### config.mk
export PLATFORM = sky130hd
export DESIGN_NAME = dct_mac_sched
export DESIGN_NICKNAME = d
export VERILOG_FILES = /design/src/rtl/dct_sched_pkg.sv /design/src/rtl/dct_mac_sched.sv
export SDC_FILE = /design/constraint.sdc
export NUM_CORES = 1
export LEC_CHECK = 0
export BUFFER_PORTS_ARGS = -buffer_cell sky130_fd_sc_hd__buf_2
export CAP_MARGIN = 5
export CORE_AREA = 5 5 42 44
export DETAILED_ROUTE_END_ITERATION = 10
export DIE_AREA = 0 0 47 49
export PLACE_DENSITY_LB_ADDON = 0.2
export SKIP_CTS_REPAIR_TIMING = 1
export SLEW_MARGIN = 20
export SYNTH_ARGS = -nofsm -noshare
export SYNTH_HDL_FRONTEND = slang
export SYNTH_SLANG_ARGS = --single-unit
### constraint.sdc
create_clock -name clk -period 2.4 [get_ports clk]
set_input_delay 0.48 -clock clk [delete_from_list [all_inputs] [get_ports clk]]
set_output_delay 0.48 -clock clk [all_outputs]
set_load 0.03 [all_outputs]
### src/rtl/dct_sched_pkg.sv
// Shared sizing and index types for the dct_block row MAC scheduler.
package dct_sched_pkg;

   localparam int DEF_N_TAPS = 8;
   localparam int DEF_N_ROWS = 8;
   localparam int DEF_TAP_W  = $clog2(DEF_N_TAPS);
   localparam int DEF_ROW_W  = $clog2(DEF_N_ROWS);

   typedef logic [DEF_TAP_W-1:0] tap_idx_t;
   typedef logic [DEF_ROW_W-1:0] row_idx_t;

endpackage

### src/rtl/dct_mac_sched.sv
// Sequencer for one row of eight macu units: accumulate stage feeding a
// one-deep result-hold slot drained through a valid/ready handshake.
module dct_mac_sched
   import dct_sched_pkg::*;
#(
   parameter int N_TAPS = DEF_N_TAPS,
   parameter int N_ROWS = DEF_N_ROWS,
   parameter int TAP_W  = $clog2(N_TAPS),
   parameter int ROW_W  = $clog2(N_ROWS)
) (
   input  logic             clk,
   input  logic             rst,
   input  logic             ena,
   input  logic             din_valid,
   output logic             din_ready,
   output logic             mac_en,
   output logic             mac_clr,
   output logic [TAP_W-1:0] coef_idx,
   output logic             res_ld,
   output logic             dout_valid,
   input  logic             dout_ready,
   output logic [ROW_W-1:0] dout_row,
   output logic             blk_done
);

   logic [TAP_W-1:0] tap_cnt;
   logic             acc_done;
   logic             res_full;
   logic [ROW_W-1:0] row_cnt;
   logic             blk_done_q;
   logic             dout_take;

   // A finished group stalls input until the result slot can accept it.
   assign din_ready  = ena & ~acc_done;
   assign mac_en     = din_valid & din_ready;
   assign mac_clr    = mac_en & (tap_cnt == TAP_W'(0));
   assign coef_idx   = tap_cnt;
   assign dout_take  = res_full & dout_ready & ena;
   assign res_ld     = ena & acc_done & (~res_full | dout_take);

   assign dout_valid = res_full;
   assign dout_row   = row_cnt;
   assign blk_done   = blk_done_q;

   // Accumulate side: tap counter and group-complete flag.
   always_ff @(posedge clk) begin
      if (!rst) begin
         tap_cnt  <= TAP_W'(0);
         acc_done <= 1'b0;
      end else if (ena) begin
         if (mac_en) begin
            tap_cnt <= tap_cnt + TAP_W'(1);
            if (tap_cnt == TAP_W'(N_TAPS - 1)) begin
               acc_done <= 1'b1;
            end
         end else if (res_ld) begin
            acc_done <= 1'b0;
         end
      end
   end

   // Result side: a load in the drain cycle keeps the slot full.
   always_ff @(posedge clk) begin
      if (!rst) begin
         res_full   <= 1'b0;
         row_cnt    <= ROW_W'(0);
         blk_done_q <= 1'b0;
      end else if (ena) begin
         if (res_ld) begin
            res_full <= 1'b1;
         end else if (dout_take) begin
            res_full <= 1'b0;
         end
         if (dout_take) begin
            row_cnt <= row_cnt + ROW_W'(1);
         end
         blk_done_q <= dout_take & (row_cnt == ROW_W'(N_ROWS - 1));
      end
   end

endmodule

After elaboration in Yosys (flattened, before gate mapping). Index checks and enable logic that the tools add are counted.

Mux-type cells: 5. Reductions and logical operators: 7. Bitwise logic cells: 11. $add $sub $neg: 2. Eq/ne operators: 3.

Operator list (number): 1-bit AND (8); 3-bit by 1-bit adder with 3-bit output (second input constant) (2); 3-bit == test (second input constant) (2); 2-bit AND reduction (3); 1-bit two-way mux (5); 2-bit nonzero test (2); 3-bit zero test (1); 3-bit AND reduction (1); 2-bit by 1-bit inequality test with 1-bit output (second input constant) (1); 1-bit NOT (2); 1-bit OR (1).

Bits in registers: 9. Logic and storage cells: 33. Output and inout port bits: 12. Input bits: 5.

Depth between registers and ports, before layout. Gate-level depths: netlist of run 1.

Depth after elaboration: 6. Gate-level depth with buffers: 4. Gate-level depth less buffers: 4.

Worst setup path after synthesis of run 1. No wires, ideal clock.

Path kind: input port to output port. Start: input ena. End: output mac_clr. Buffers on the path: 2. Data arrival time: 1234 ps. Stages on the path: 4. Slack: 686 ps. Data required time: 1920 ps. Cell sequence: buf_6 and3b_1 buf_6 and3b_1.

Word-level cells in the longest chain between the ends: 3.

Ends and longest elaborated chain: start, declared (line dct_mac_sched.sv:13) `input logic ena,`; 1-bit AND (line dct_mac_sched.sv:34) `assign din_ready = ena & ~acc_done;`; 1-bit AND (line dct_mac_sched.sv:35) `assign mac_en = din_valid & din_ready;`; named net mac_en (line dct_mac_sched.sv:16) `output logic mac_en,`; 1-bit AND (line dct_mac_sched.sv:36) `assign mac_clr = mac_en & (tap_cnt == TAP_W'(0));`; end, declared (line dct_mac_sched.sv:17) `output logic mac_clr,`.

The timed path passes the listed nets, and every way through them passes these cells.

Final worst setup path of run 1.
Start: register acc_done. End: output mac_clr.

Word-level cells in the longest chain between the ends: 4.

Ends and longest elaborated chain: start, declared (line dct_mac_sched.sv:27) `logic acc_done;`; start signal, assigned (line dct_mac_sched.sv:49) `acc_done <= 1'b0;`; start signal, assigned (line dct_mac_sched.sv:54) `acc_done <= 1'b1;`; start signal, assigned (line dct_mac_sched.sv:57) `acc_done <= 1'b0;`; 1-bit NOT (line dct_mac_sched.sv:34); 1-bit AND (line dct_mac_sched.sv:34); 1-bit AND (line dct_mac_sched.sv:35); 1-bit AND (line dct_mac_sched.sv:36).

Every way passes these cells.

==> results of run 1 <==
## cells by family (layout without fill, tap and decap cells)
logic type               count (synthesis)  in the layout  synth area share (%)
flip-flops                               9              9                 36.83
AND/OR/NAND/NOR                         21             21                 22.25
adder cells (fa/ha/maj)                  5              5                 12.79
buffers and inverters                    7             23                 8.693
multiplexers                             6              6                 12.28
AO/OA/AOI/OAI                            5              5                 7.162
## registers in the layout, summed over array words and instances, names as in the netlist
signal and cells:
coef_idx 3, dout_row 3, acc_done 1, blk_done 1, dout_valid 1
## metal layers
layer	up-vias	GRT usage [%]
met5	-	0
met4	0	2.765
met3	2	7.380
met2	10	12.44
met1	170	8.811
li1	207	-
## power by group through the flow
stage               clock (mW)  combinational, mW  sequential (mW)
finish                   0.116             0.0349            0.153
detailed placement           0             0.0356            0.157
global route             0.135             0.0390            0.153
floorplan                    0             0.0235            0.161
CTS                      0.121             0.0357            0.153
global placement             0             0.0348            0.157
## area by class of cell
type	count	area, um2	share of cell area (%)
sequential	9	180.2	30.84
tap	16	20.02	3.426
inverter	3	11.26	1.927
clock buffer	4	26.28	4.497
timing repair buffer	16	80.08	13.70
multi-input combinational	37	266.5	45.61
## worst min-delay path by stage
stage          depth (start not counted)        start          end
2_1_floorplan                          1     acc_done     acc_done
3_3_place_gp                           2  dout_row[2]  dout_row[2]
3_5_place_dp                           2     blk_done     blk_done
4_1_cts                                2     blk_done     blk_done
5_1_grt                                2     blk_done     blk_done
6_report                               2     blk_done     blk_done
## per-stage QoR
| stage | std cells | area [um2] |
|---|---|---|
| global route | 85 | 584.3 |
| finish | 85 | 584.3 |
| global placement | 81 | 558.0 |
| floorplan | 53 | 489.2 |
| CTS | 85 | 584.3 |
| detailed placement | 81 | 558.0 |
## cells in the mapped netlist
master    instances
a21bo_1           1
a21oi_1           2
a311oi_1          1
a31oi_1           1
and3_1            1
and3b_1           2
buf_2             1
buf_6             2
clkbuf_1          1
dfxtp_1           9
ha_1              5
inv_1             3
mux2i_1           6
nand2_1          11
nand2b_1          4
nand4_1           1
nor2b_1           2
## worst max-delay path: cells and delay by family (launching register included)
kind	cells	cell delay [ns]
and+or+nand+nor	2	0.52
DFF	1	0.34
buffers and inverters	1	0.19
==> reports/qor.csv, run 1 <==
stage;metric;value;unit
pwr;Clk pwr share;38.1;%
layout;P&R area growth vs syn;19.44;%
timing;final worst slack;0.6150;ns
routing;vias per std cell;4.576;
routing;metal2 WL;370;um
layout;Finished Core Util;41.70;%
timing;final hold violations;0;
synth;syn_nets;63;
synth;Synth area leaders;dfxtp_1, ha_1, mux2i_1, nand2_1, nand2b_1;
global_route;GRT Residual Overflow;0;
global_route;first-pass GRT wire length;1359;um
pwr;PwrDens;521.0;mW/mm2
critical_path;Slowest-stage cell, CP;dfxtp_1;
routing;Final ANT Viol Nets;0;
die;FP Rows;14;
routing;metal3 WL;90;um
die;die height;49;um
critical_path;R2R setup slack;1.35;ns
critical_path;most used cell along the critical path;and3b_1;
timing;count of pins over their slew limit;0;
timing;RSZ-0062 raised after global routing;no;
critical_path;CP endpoint;mac_clr;
pwr;maximum VDD drop;442.8;uV
global_route;antenna violations before repair;0;
pwr;sequential fraction of design power;50.4;%
clock_network;H-tree lvl count;1;
synth;area leader, netlist;dfxtp_1;
routing;drt drc;0;
clock_network;CTS Sinks;9;
die;core area;0.001401;mm2
layout;most common cell after layout, fill and taps aside;buf_2;
critical_path;Setup crit start;acc_done;
timing;WHS;0.4665;ns
clock_network;clk root buf;clkbuf_4;
critical_path;CP Launch Type;register;
timing;skew final;0.01118;ns
clock_network;CTS tree;done;
pwr;Leak;0.2878;nW
timing;Slew @ Worst Pin;0.2116;ns
synth;Yosys reg bits;9;
clock_network;clock tree buffer depth;2;
placed_design;Final GP Congestion;0.7318;
critical_path;CP peak stage delay;0.34;ns
routing;wire length on met1;370;um
run;max_cap viols;0;
hold_path;Hold WC Path Type;reg -> reg;
synth;syn avg cell area;9.231;um2
pwr;Switch Pwr;77.14;uW
clock_network;clock edge transition at the registers on the reported setup and hold paths;0.07;ns
routing;total wire length;846;um
timing;crit path time final;1.785;ns
pwr;internal power;227.3;uW
routing;DRT iter0 DRCs;4;
timing;slew margin rel.;85.90;%
critical_path;CP max FO;5;
die;die width;47;um
layout;most frequent cells in the layout;buf_2, nand2_1, dfxtp_1, mux2i_1, ha_1;
synth;synth unique cells;17;
synth;Warnings, synthesis;0;
layout;n_diodes;0;
placed_design;pre-CTS setup slack;0.6123;ns
global_route;vias in the first global route;347;
synth;Synth top area share;36.83;%
layout;layout cells sized above 1;27.54;%
routing;via count;389;
synth;mapped cell area;489.2;um2
critical_path;reg2reg path depth;4;
clock_network;CTS buffer count;3;
timing;fmax;560.2;MHz
pwr;Sw Share;25.34;%
layout;Fillers;165;
critical_path;CP endpoint kind;output pin;
die;io pins;17;
layout;Final #Nets;80;
critical_path;sequence of cells on the critical path;and3b_1, and3b_1, buf_2;
routing;TritonRoute pass-1 iters;2;
die;initial core utilization;34.91;%
synth;Mapped Cells;53;
die;die footprint;0.002303;mm2
timing;ratio of final minimum period to clock period;74.37;%
pwr;Tot Pwr;304.4;uW
timing;TNS Setup;0;ns
pwr;Comb pwr share;11.5;%
global_route;largest net degree at the start of global routing;14;
routing;WL/cell;9.953;um
routing;Max Used Layer;met4;
critical_path;Reg-to-Reg Start;coef_idx[0];
synth;Seq/Total Area, Yosys;36.83;%
global_route;gr usage total;8.527;%
timing;final setup fails;0;
clock_network;clk_lat worst skew;0.26;ns
run_status;outcome;finished, final reports clean;
critical_path;critical path class;reg -> out;
critical_path;critical path data required time;1.92;ns
critical_path;Worst Path Arrival;1.30;ns
placed_design;number of port buffers;16;
critical_path;reg2reg end;acc_done;
Note: power is estimated with default switching activity, not from simulation.
==> inputs of run 2 (changes only) <==
ABC_AREA = 1   (was unset)
clock period = 1.5 ns   (was 2.4 ns; I/O delays follow)
==> run 2 against run 1 <==
Final cell count rose by 8.2%. Sequential power rose by 60%. Synthesized area fell by 11%. Wire length rose by 8.0%. Register-to-register slack got worse by 0.97 ns. Critical endpoint unchanged. Critical path depth rose by 2. Combinational power rose by 64%. Via count rose by 5.1%. Highest routed layer unchanged. Utilization fell by 0.62 points.
==> reports/qor.csv, run 2 <==
stage;metric;value;unit
routing;via count;409;
clock_network;CTS tree;done;
pwr;Tot Pwr;497.6;uW
synth;top_reg_cell synth;dfxtp_1;
placed_design;Post-DP Area;535.5;um2
critical_path;sequence of cells on the critical path;inv_1, ha_1, nand2_1, nor2_1, buf_4;
clock_network;clk root buf;clkbuf_4;
synth;Synth top area share;41.38;%
placed_design;Placed Cells;88;
synth;syn avg cell area;7.775;um2
synth;Commonest cells post-synth;nand2_1, inv_1, a21oi_1, dfxtp_1, ha_1;
synth;Seq/Total Area, Yosys;41.38;%
run;max_cap viols;0;
die;core area;0.001401;mm2
layout;most frequent cells in the layout;buf_2, nand2_1, a21oi_1, inv_1, dfxtp_1;
timing;RSZ-0062 raised after global routing;no;
critical_path;reg2reg end;dout_row[2];
die;io pins;17;
die;die width;47;um
pwr;Leak;0.2827;nW
die;die footprint;0.002303;mm2
clock_network;CTS buffer count;3;
placed_design;number of port buffers;16;
clock_network;H-tree lvl count;1;
routing;TritonRoute pass-1 iters;4;
routing;Final ANT Viol Nets;0;
critical_path;R2R setup slack;0.38;ns
run_status;outcome;finished, final reports clean;
routing;total wire length;914;um
global_route;GRT Residual Overflow;0;
timing;final hold violations;0;
timing;slew margin rel.;84.77;%
clock_network;clock edge transition at the registers on the reported setup and hold paths;0.06;ns
timing;final setup fails;0;
synth;Warnings, synthesis;0;
timing;count of pins over their slew limit;0;
critical_path;crit path buf inv count;2;
timing;final worst slack;0.09383;ns
timing;skew final;0.001702;ns
critical_path;CP peak stage delay;0.36;ns
global_route;largest net degree at the start of global routing;8;
synth;Mapped Cells;56;
clock_network;clk_lat worst skew;0.27;ns
synth;synth unique cells;12;
layout;most common cell after layout, fill and taps aside;buf_2;
critical_path;Slowest-stage cell, CP;dfxtp_1;
layout;layout cells sized above 1;32.89;%
die;initial core utilization;31.07;%
timing;WHS;0.2978;ns
critical_path;reg2reg path depth;4;
global_route;gr usage total;9.104;%
global_route;antenna violations before repair;0;
timing;fmax;711.2;MHz
critical_path;critical path data required time;1.20;ns
critical_path;Setup crit start;coef_idx[1];
critical_path;Reg-to-Reg Start;dout_row[0];
pwr;maximum VDD drop;442.3;uV
synth;Yosys reg bits;9;
layout;Final Instance Count excl. Fillers;92;
synth;syn_nets;66;
synth;most numerous cell in the Yosys netlist;nand2_1;
critical_path;Critical Path Stages;5;
pwr;PwrDens;864.6;mW/mm2
synth;area leader, netlist;dfxtp_1;
timing;TNS Setup;0;ns
global_route;vias in the first global route;374;
clock_network;clock tree buffer depth;2;
global_route;first-pass GRT wire length;1462;um
timing;ratio of final minimum period to clock period;93.74;%
routing;WL/cell;9.935;um
clock_network;CTS Sinks;9;
timing;crit path time final;1.406;ns
die;die height;49;um
synth;EDFF count, synth;0;
critical_path;CP endpoint kind;output pin;
critical_path;Worst Path Arrival;1.11;ns
layout;n_diodes;0;
placed_design;pre-CTS setup slack;0.2984;ns
critical_path;critical path class;reg -> out;
critical_path;cell family with most CP delay;flip-flops;
critical_path;CP endpoint;mac_clr;
hold_path;Hold WC Path Type;in -> reg;
synth;Synth area leaders;dfxtp_1, ha_1, a21oi_1, nand2_1, inv_1;
timing;Slew @ Worst Pin;0.2278;ns
synth;asr flop ratio synth;0;%
placed_design;DP Wirelength;708.1;um
routing;vias per std cell;4.446;
layout;Final #Nets;87;
layout;Finished Core Util;41.07;%
critical_path;CP Launch Type;register;
synth;mapped cell area;435.4;um2
routing;DRT iter0 DRCs;4;
die;FP Rows;14;
placed_design;Final GP Congestion;0.7161;
layout;final instance area;575.6;um2
layout;P&R area growth vs syn;32.18;%
routing;drt drc;0;
critical_path;CP max FO;4;
run 2: cell count changes in the layout (fill, tap and decap cells not counted), moves of 2 or more:
cell / before / now
a21oi_1: 2 / 9
mux2i_1: 6 / 0
inv_1: 3 / 8
nand2b_1: 4 / 0
inv_2: 0 / 3
o21ai_0: 0 / 3
and3b_1: 2 / 0
buf_2: 16 / 14
nand3_1: 0 / 2
nor2_1: 0 / 2
nor2b_1: 2 / 0
run 2: worst min path at each step:
stage / cells after the start / to / start / slack (ns)
final: 3 / dout_row[0] / rst / 0.30
after global placement: 2 / dout_row[2] / dout_row[2] / 0.45
after detailed placement: 2 / dout_row[1] / dout_row[1] / 0.46
after global routing: 3 / dout_row[2] / rst / 0.30
after CTS: 3 / dout_row[0] / rst / 0.29
after floorplan: 2 / dout_row[0] / rst / 0.44
run 2: metal layers:
metal | part of all wire, % | up-vias | global-route usage, %
met5 | 0 | - | 0
met4 | 4.6 | 0 | 8.295
met3 | 6.9 | 5 | 3.321
met2 | 43 | 13 | 12.22
met1 | 46 | 169 | 10.62
li1 | - | 222 | -
run 2: report_power, final:
group,total [mW],internal [mW],switching (mW),leakage (nW)
clock network,0.196,0.103,0.0927,0.0150
logic,0.0571,0.0190,0.0381,0.195
registers,0.245,0.242,0.00282,0.0731
run 2: cell type report:
| cell class | count | area, um2 |
|---|---|---|
| fillers | 155 | 825.8 |
| multi-input cells | 36 | 221.5 |
| flip-flops and latches | 9 | 181.4 |
| repair buffers | 16 | 85.08 |
| inverters | 11 | 41.29 |
| clock buffers | 4 | 26.28 |
| well taps | 16 | 20.02 |
run 2: cell families after synthesis:
group	share of synthesized area, %
AO/OA/AOI/OAI	14.94
adder cells (fa/ha/maj)	14.37
buffers and inverters	9.483
flip-flops	41.38
AND/OR/NAND/NOR	19.83
run 2: worst register-to-register path: cells and delay by family (launching register included):
family | cells | cell delay (ns)
flip-flops | 1 | 0.32
adder cells (fa/ha/maj) | 2 | 0.46
AO/OA/AOI/OAI | 2 | 0.22
